## config.mk

```make
export PLATFORM = sky130hd
export DESIGN_NAME = chrono_timebase
export DESIGN_NICKNAME = d
export VERILOG_FILES = /design/src/rtl/chrono_pkg.sv /design/src/rtl/chrono_tick_gen.sv /design/src/rtl/chrono_timebase.sv
export SDC_FILE = /design/constraint.sdc
export NUM_CORES = 1
export LEC_CHECK = 0
export ABC_CLOCK_PERIOD_IN_PS = 8039
export CORE_MARGIN = 5
export CORE_UTILIZATION = 52
export DETAILED_ROUTE_END_ITERATION = 16
export HOLD_SLACK_MARGIN = 0.15
export PLACE_DENSITY = 0.85
export SYNTH_ARGS = -nofsm -noshare
export SYNTH_HDL_FRONTEND = slang
export SYNTH_HIERARCHICAL = 1
export SYNTH_SLANG_ARGS = --single-unit
```

## constraint.sdc

```tcl
create_clock -name CLK -period 8.04 [get_ports CLK]
set_clock_uncertainty 0.15 [all_clocks]
set_input_delay 1.206 -clock CLK [delete_from_list [all_inputs] [get_ports CLK]]
set_output_delay 1.206 -clock CLK [all_outputs]
set_load 0.05 [all_outputs]
```

## src/rtl/chrono_pkg.sv

```systemverilog
// ============================================================================
// chrono_pkg : shared encodings and elaboration helpers for chrono_timebase
// Revision   : 1.0
// ============================================================================
`default_nettype none

package chrono_pkg;

    typedef enum logic {
        DIR_UP   = 1'b0,
        DIR_DOWN = 1'b1
    } dir_e;

    typedef enum logic {
        MODE_WRAP    = 1'b0,
        MODE_ONESHOT = 1'b1
    } mode_e;

    // Zero flags an illegal (non-integer or zero-rate) ratio for the caller to reject.
    function automatic int unsigned calc_div(input int unsigned clk_hz,
                                             input int unsigned tick_hz);
        if (tick_hz == 0 || clk_hz < tick_hz || (clk_hz % tick_hz) != 0)
            return 0;
        return clk_hz / tick_hz;
    endfunction

    function automatic int unsigned presc_width(input int unsigned div);
        return (div <= 2) ? 1 : $clog2(div);
    endfunction

endpackage

`default_nettype wire

```

## src/rtl/chrono_tick_gen.sv

```systemverilog
// ============================================================================
// tick_gen : free-running prescaler producing one registered tick per DIV cycles
// Revision : 1.0
// ============================================================================
`default_nettype none

module tick_gen
    import chrono_pkg::*;
#(
    parameter int unsigned DIV = 10
) (
    input  logic CLK,
    input  logic reset,
    input  logic en,
    input  logic restart,
    output logic tick,
    output logic fire
);

    localparam int unsigned             c_PW   = presc_width(DIV);
    localparam logic [c_PW-1:0]         c_LAST = c_PW'(DIV - 1);

    logic [c_PW-1:0] presc_q, presc_d;
    logic            tick_q, tick_d;

    // fire is the pre-edge view of tick so the parent can update in lockstep.
    always_comb begin
        presc_d = presc_q;
        tick_d  = 1'b0;
        if (restart) begin
            presc_d = '0;
        end else if (en) begin
            if (presc_q == c_LAST) begin
                presc_d = '0;
                tick_d  = 1'b1;
            end else begin
                presc_d = presc_q + c_PW'(1);
            end
        end
    end

    always_ff @(posedge CLK) begin
        if (!reset) begin
            presc_q <= '0;
            tick_q  <= 1'b0;
        end else begin
            presc_q <= presc_d;
            tick_q  <= tick_d;
        end
    end

    assign tick = tick_q;
    assign fire = tick_d;

endmodule

`default_nettype wire

```

## src/rtl/chrono_timebase.sv

```systemverilog
// ============================================================================
// chrono_timebase : parametrised tick counter with up/down, wrap/one-shot, lap
// Revision        : 1.0
// ============================================================================
`default_nettype none

module chrono_timebase
    import chrono_pkg::*;
#(
    parameter int unsigned     CLK_HZ    = 10000,
    parameter int unsigned     TICK_HZ   = 1000,
    parameter int              COUNT_W   = 32,
    parameter longint unsigned MAX_COUNT = 10000
) (
    input  logic               CLK,
    input  logic               reset,
    input  logic               en,
    input  logic               clear,
    input  logic               load,
    input  logic [COUNT_W-1:0] load_value,
    input  logic               down,
    input  logic               oneshot,
    input  logic               lap,
    output logic [COUNT_W-1:0] count,
    output logic               tick,
    output logic               wrap,
    output logic               done,
    output logic [COUNT_W-1:0] lap_value,
    output logic               lap_valid
);

    localparam int unsigned DIV = calc_div(CLK_HZ, TICK_HZ);

    generate
        if (DIV < 1) begin : g_bad_div
            $error("chrono_timebase: CLK_HZ/TICK_HZ must be an integer >= 1");
        end
        if (MAX_COUNT < 2 ||
            (COUNT_W < 64 && MAX_COUNT > (64'd1 << COUNT_W))) begin : g_bad_max
            $error("chrono_timebase: MAX_COUNT must lie in 2..2**COUNT_W");
        end
    endgenerate

    localparam logic [COUNT_W-1:0] c_MAX_M1  = COUNT_W'(MAX_COUNT - 64'd1);
    localparam logic [COUNT_W:0]   c_MAX_EXT = {1'b0, c_MAX_M1};

    logic w_restart, w_fire;
    dir_e  w_dir;
    mode_e w_mode;

    logic [COUNT_W-1:0] count_q, count_d;
    logic               wrap_q, wrap_d;
    logic               done_q, done_d;
    logic [COUNT_W-1:0] lap_value_q, lap_value_d;
    logic               lap_valid_q, lap_valid_d;
    logic [COUNT_W-1:0] w_load_clamped;

    assign w_restart = clear | load;
    assign w_dir     = dir_e'(down);
    assign w_mode    = mode_e'(oneshot);

    tick_gen #(
        .DIV(DIV)
    ) u_tick_gen (
        .CLK     (CLK),
        .reset   (reset),
        .en      (en),
        .restart (w_restart),
        .tick    (tick),
        .fire    (w_fire)
    );

    // Compare one bit wider so MAX_COUNT = 2**COUNT_W still clamps correctly.
    assign w_load_clamped = ({1'b0, load_value} > c_MAX_EXT) ? c_MAX_M1 : load_value;

    always_comb begin
        count_d     = count_q;
        done_d      = done_q;
        wrap_d      = 1'b0;
        lap_valid_d = lap;
        lap_value_d = lap ? count_q : lap_value_q;

        if (clear) begin
            count_d = '0;
            done_d  = 1'b0;
        end else if (load) begin
            count_d = w_load_clamped;
            done_d  = 1'b0;
        end else if (w_fire && !done_q) begin
            if (w_dir == DIR_UP) begin
                if ({1'b0, count_q} >= c_MAX_EXT) begin
                    if (w_mode == MODE_ONESHOT) begin
                        done_d = 1'b1;
                    end else begin
                        count_d = '0;
                        wrap_d  = 1'b1;
                    end
                end else begin
                    count_d = count_q + COUNT_W'(1);
                end
            end else begin
                if (count_q == '0) begin
                    if (w_mode == MODE_ONESHOT) begin
                        done_d = 1'b1;
                    end else begin
                        count_d = c_MAX_M1;
                        wrap_d  = 1'b1;
                    end
                end else begin
                    count_d = count_q - COUNT_W'(1);
                end
            end
        end
    end

    always_ff @(posedge CLK) begin
        if (!reset) begin
            count_q     <= '0;
            wrap_q      <= 1'b0;
            done_q      <= 1'b0;
            lap_value_q <= '0;
            lap_valid_q <= 1'b0;
        end else begin
            count_q     <= count_d;
            wrap_q      <= wrap_d;
            done_q      <= done_d;
            lap_value_q <= lap_value_d;
            lap_valid_q <= lap_valid_d;
        end
    end

    assign count     = count_q;
    assign wrap      = wrap_q;
    assign done      = done_q;
    assign lap_value = lap_value_q;
    assign lap_valid = lap_valid_q;

endmodule

`default_nettype wire

```

==> impl_results.md <==
- WL/cell: 17.4 um
- Crit path from: load
- H-tree levels: 3
- Comb power frac: around 17%
- Layout cells sized above 1: 5.38%
- First-pass GRT wire length: 19.3 mm
- Post-synth EDFFs: 0
- Synth cell types: 64
- Hold_buf cts: 0
- Worst EP required: 8.17 ns
- Routed wire length: 11.8 mm
- Vias per inst: between 6 and 7
- DRC errors left: 0
- CP arrival: 4.18 ns
- Register share of total power: 48.6%
- Final min period: 4.05 ns
- Final period util: 50.4%
- Clock power frac: 34.0%
- DR pass1 iterations: 5
- Dpl hpwl: 8.31 mm
- Critical path, cell by cell: clkdlybuf4s50_1, buf_4, or2_2, nor4_1, nand2b_1, a31oi_4, nor2_2, or4b_1, a21oi_1
- Synth Register Bits: 72
- GRT Residual Overflow: 0
- # IOs: 108
- Slew Viols, Final: 0
- Post-Syn Instances: 487
- Syn-to-layout area delta: 30.9%
- Resize count post-CTS: 0
- DRT iter0 DRCs: 334
- Status: completed
- Setup CP Type: primary input to flip-flop
- Max-cap viol count: 0
- Crit-path slowest cell: a31oi_4
- Crit path buffers/inverters: 2
- Switching part of the total: 30.6%
- Std-Cell Rows: 31
- Die area: 9450 um2
- Cell area after technology mapping: 3960 um2
- Max-slew headroom: 28.0%
- Met3 wire len: 1.06 mm
- Clock-pin slew on the worst setup and hold paths: 0.08 ns
- Psw: 0.000233 W
- Syn nets: 529
- CP max FO: 26
- Met2 WL: 5.47 mm
- Postcts setup bufs: 0
- Layout fillers: a little under 600
- CP startpoint kind: primary input
- I/O Buffers: roughly 110
- Largest net degree at the start of global routing: 37
- Routed Antenna Nets: 0
- Multi-input logic area: 2330 um2
- Slew @ Worst Pin: 1.08 ns
- Clk buf depth: 2
- Vias in the first global route: 3,954
- Max Fclk: 247 MHz
- Synth Flop Type: dfxtp_1
- Routability cong.: 0.903
- Reg area: 1440 um2
- Internal power: 0.000529 W
- Total GRT Usage: 24.4%
- RSZ-0062 raised after global routing: no
- CTS tree: yes
- Yosys warning count: 6
- CTS Root Buffer Type: clkbuf_8
- P_leak: 1.81 nW
- Async set or reset register ratio after synthesis: 0%
- Core occupancy in the finished layout: 70.6%
- Worst min-delay path startpoint: lap_value[15]
- Final hold vios: 0
- Hold Path Class: flip-flop to flip-flop
- Metal-1 WL: 4.96 mm
- Initial Util: 54.0%
- CTS sink count: 72
- Die X: 97.2 um
- Seq/Total Area, Yosys: 36.4%
- Inserted Clock Buffers: 9
- Worst path max stage delay: 0.62 ns
- Setup violators final: 0
- Top Metal Used: met4
- Maximum VDD drop: 0.0000891 V
- Delay-heaviest family, CP: simple AND/OR/NAND/NOR gates
- Core Box Area: approximately 7300 um2
- CP endpoint kind: flip-flop
- Ant diodes: 0
- DIE HEIGHT: 97.2 um
- Pwr Density: roughly 150 nW/um2
- FF-to-FF Start: count[16]
- Antenna violations before repair: 0
- Later-pin clock latency in the skew report: 0.36 ns
- Vias: 4,134
- Mapped Avg Cell Area: 8.12 um2
- Nets: 613
- Setup TNS: 0 ns
logic make-up (layout without fill, tap and decap cells):
kind of cell | Yosys count | count (layout) | share of synthesized area, %
simple gates | 217 | 217 | 30.1
mux | 32 | 32 | 8.10
flops | 72 | 72 | 36.4
fa+ha+maj | 2 | 2 | 0.633
buf+inv | 44 | 133 | 4.68
compound gates | 114 | 114 | 18.7
xor+xnor | 6 | 6 | 1.33
synthesized netlist by cell type, types with 3 or more instances:
cell type  instances  area (um2)
dfxtp_1           72        1440
nor2_1            39         146
nor2b_1           37         231
a21oi_1           35         175
mux2i_1           32         320
clkbuf_1          29         109
o21ai_0           29         145
nand2_1           27         101
nor3_1            24         120
nor4_1            21         131
nand3_1           12        60.1
and3_1             9        56.3
or3_1              9        56.3
inv_1              7        26.3
nand4_1            6        37.5
o22ai_1            6        37.5
a211oi_1           4        30.0
a21o_1             4        30.0
and2_1             4        25.0
buf_2              4        20.0
nand2b_1           4        25.0
o31ai_1            4        30.0
or2_2              4        25.0
or4_1              4        30.0
a221oi_1           3        26.3
a22oi_1            3        22.5
a31oi_1            3        18.8
nor3b_1            3        22.5
o221ai_1           3        26.3
xnor2_1            3        26.3
xor2_1             3        26.3
power by group through the flow:
stage          combinational, W  clock (W)  sequential, W
3_5_place_dp           0.000129          0       0.000378
6_report               0.000133   0.000260       0.000371
4_1_cts                0.000130   0.000261       0.000370
5_1_grt                0.000142   0.000277       0.000372
3_3_place_gp           0.000127          0       0.000378
2_1_floorplan         0.0000730          0       0.000388
worst reg2reg max path, delay by kind of cell (launching register included):
kind / cells / cell delay [ns]
DFF: 1 / 0.39
and+or+nand+nor: 5 / 2.16
AOI/OAI and AO/OA: 2 / 0.91
final timing paths:
kind | end | slack, ns | cells after the start
min reg2reg | lap_value[15] | 0.37 | 2
min | lap_value[15] | 0.37 | 2
max reg2reg | count[31] | 4.35 | 7
max | count[31] | 3.99 | 9
final cells by class:
cell class	instances	area share, %
sequential	72	27.8
tap	99	2.39
clock buffer	10	2.47
timing repair buffer	109	20.9
clock inverter	6	0.846
multi-input combinational	371	45.0
inverter	8	0.580
registers in the layout, summed over array words and instances (netlist names):
signal and cells:
u_tick_gen/tick 1, wrap 1, u_tick_gen/presc_q 4, lap_valid 1
lap_value 32, count 32, done 1
cells in the final DEF, fill, tap and decap left out, types with 6 or more instances in the layout:
cell type,instances
a21oi_1,35
and3_1,9
clkbuf_8,9
clkdlybuf4s50_1,106
dfxtp_1,72
inv_1,7
mux2i_1,32
nand2_1,27
nand3_1,12
nand4_1,6
nor2_1,39
nor2b_1,37
nor3_1,24
nor4_1,21
o21ai_0,29
o22ai_1,6
or3_1,9
layer usage:
| layer | vias to the layer above | track usage [%] |
|---|---|---|
| met5 | - | 0 |
| met4 | 0 | 10.4 |
| met3 | 34 | 5.24 |
| met2 | 238 | 39.8 |
| met1 | 1908 | 31.2 |
| li1 | 1954 | - |
through the flow:
step	instance area, um2	total power, W	setup slack [ns]	hold slack [ns]	std cells
floorplan	3960	0.000461	4.49	0.318	487
global placement	5000	0.000505	3.79	0.339	659
detailed placement	5000	0.000508	3.66	0.360	659
CTS	5180	0.000761	4.02	0.378	675
global route	5180	0.000790	3.81	0.395	675
finish	5180	0.000763	3.99	0.369	675
Note: power is estimated with default switching activity, not from simulation.
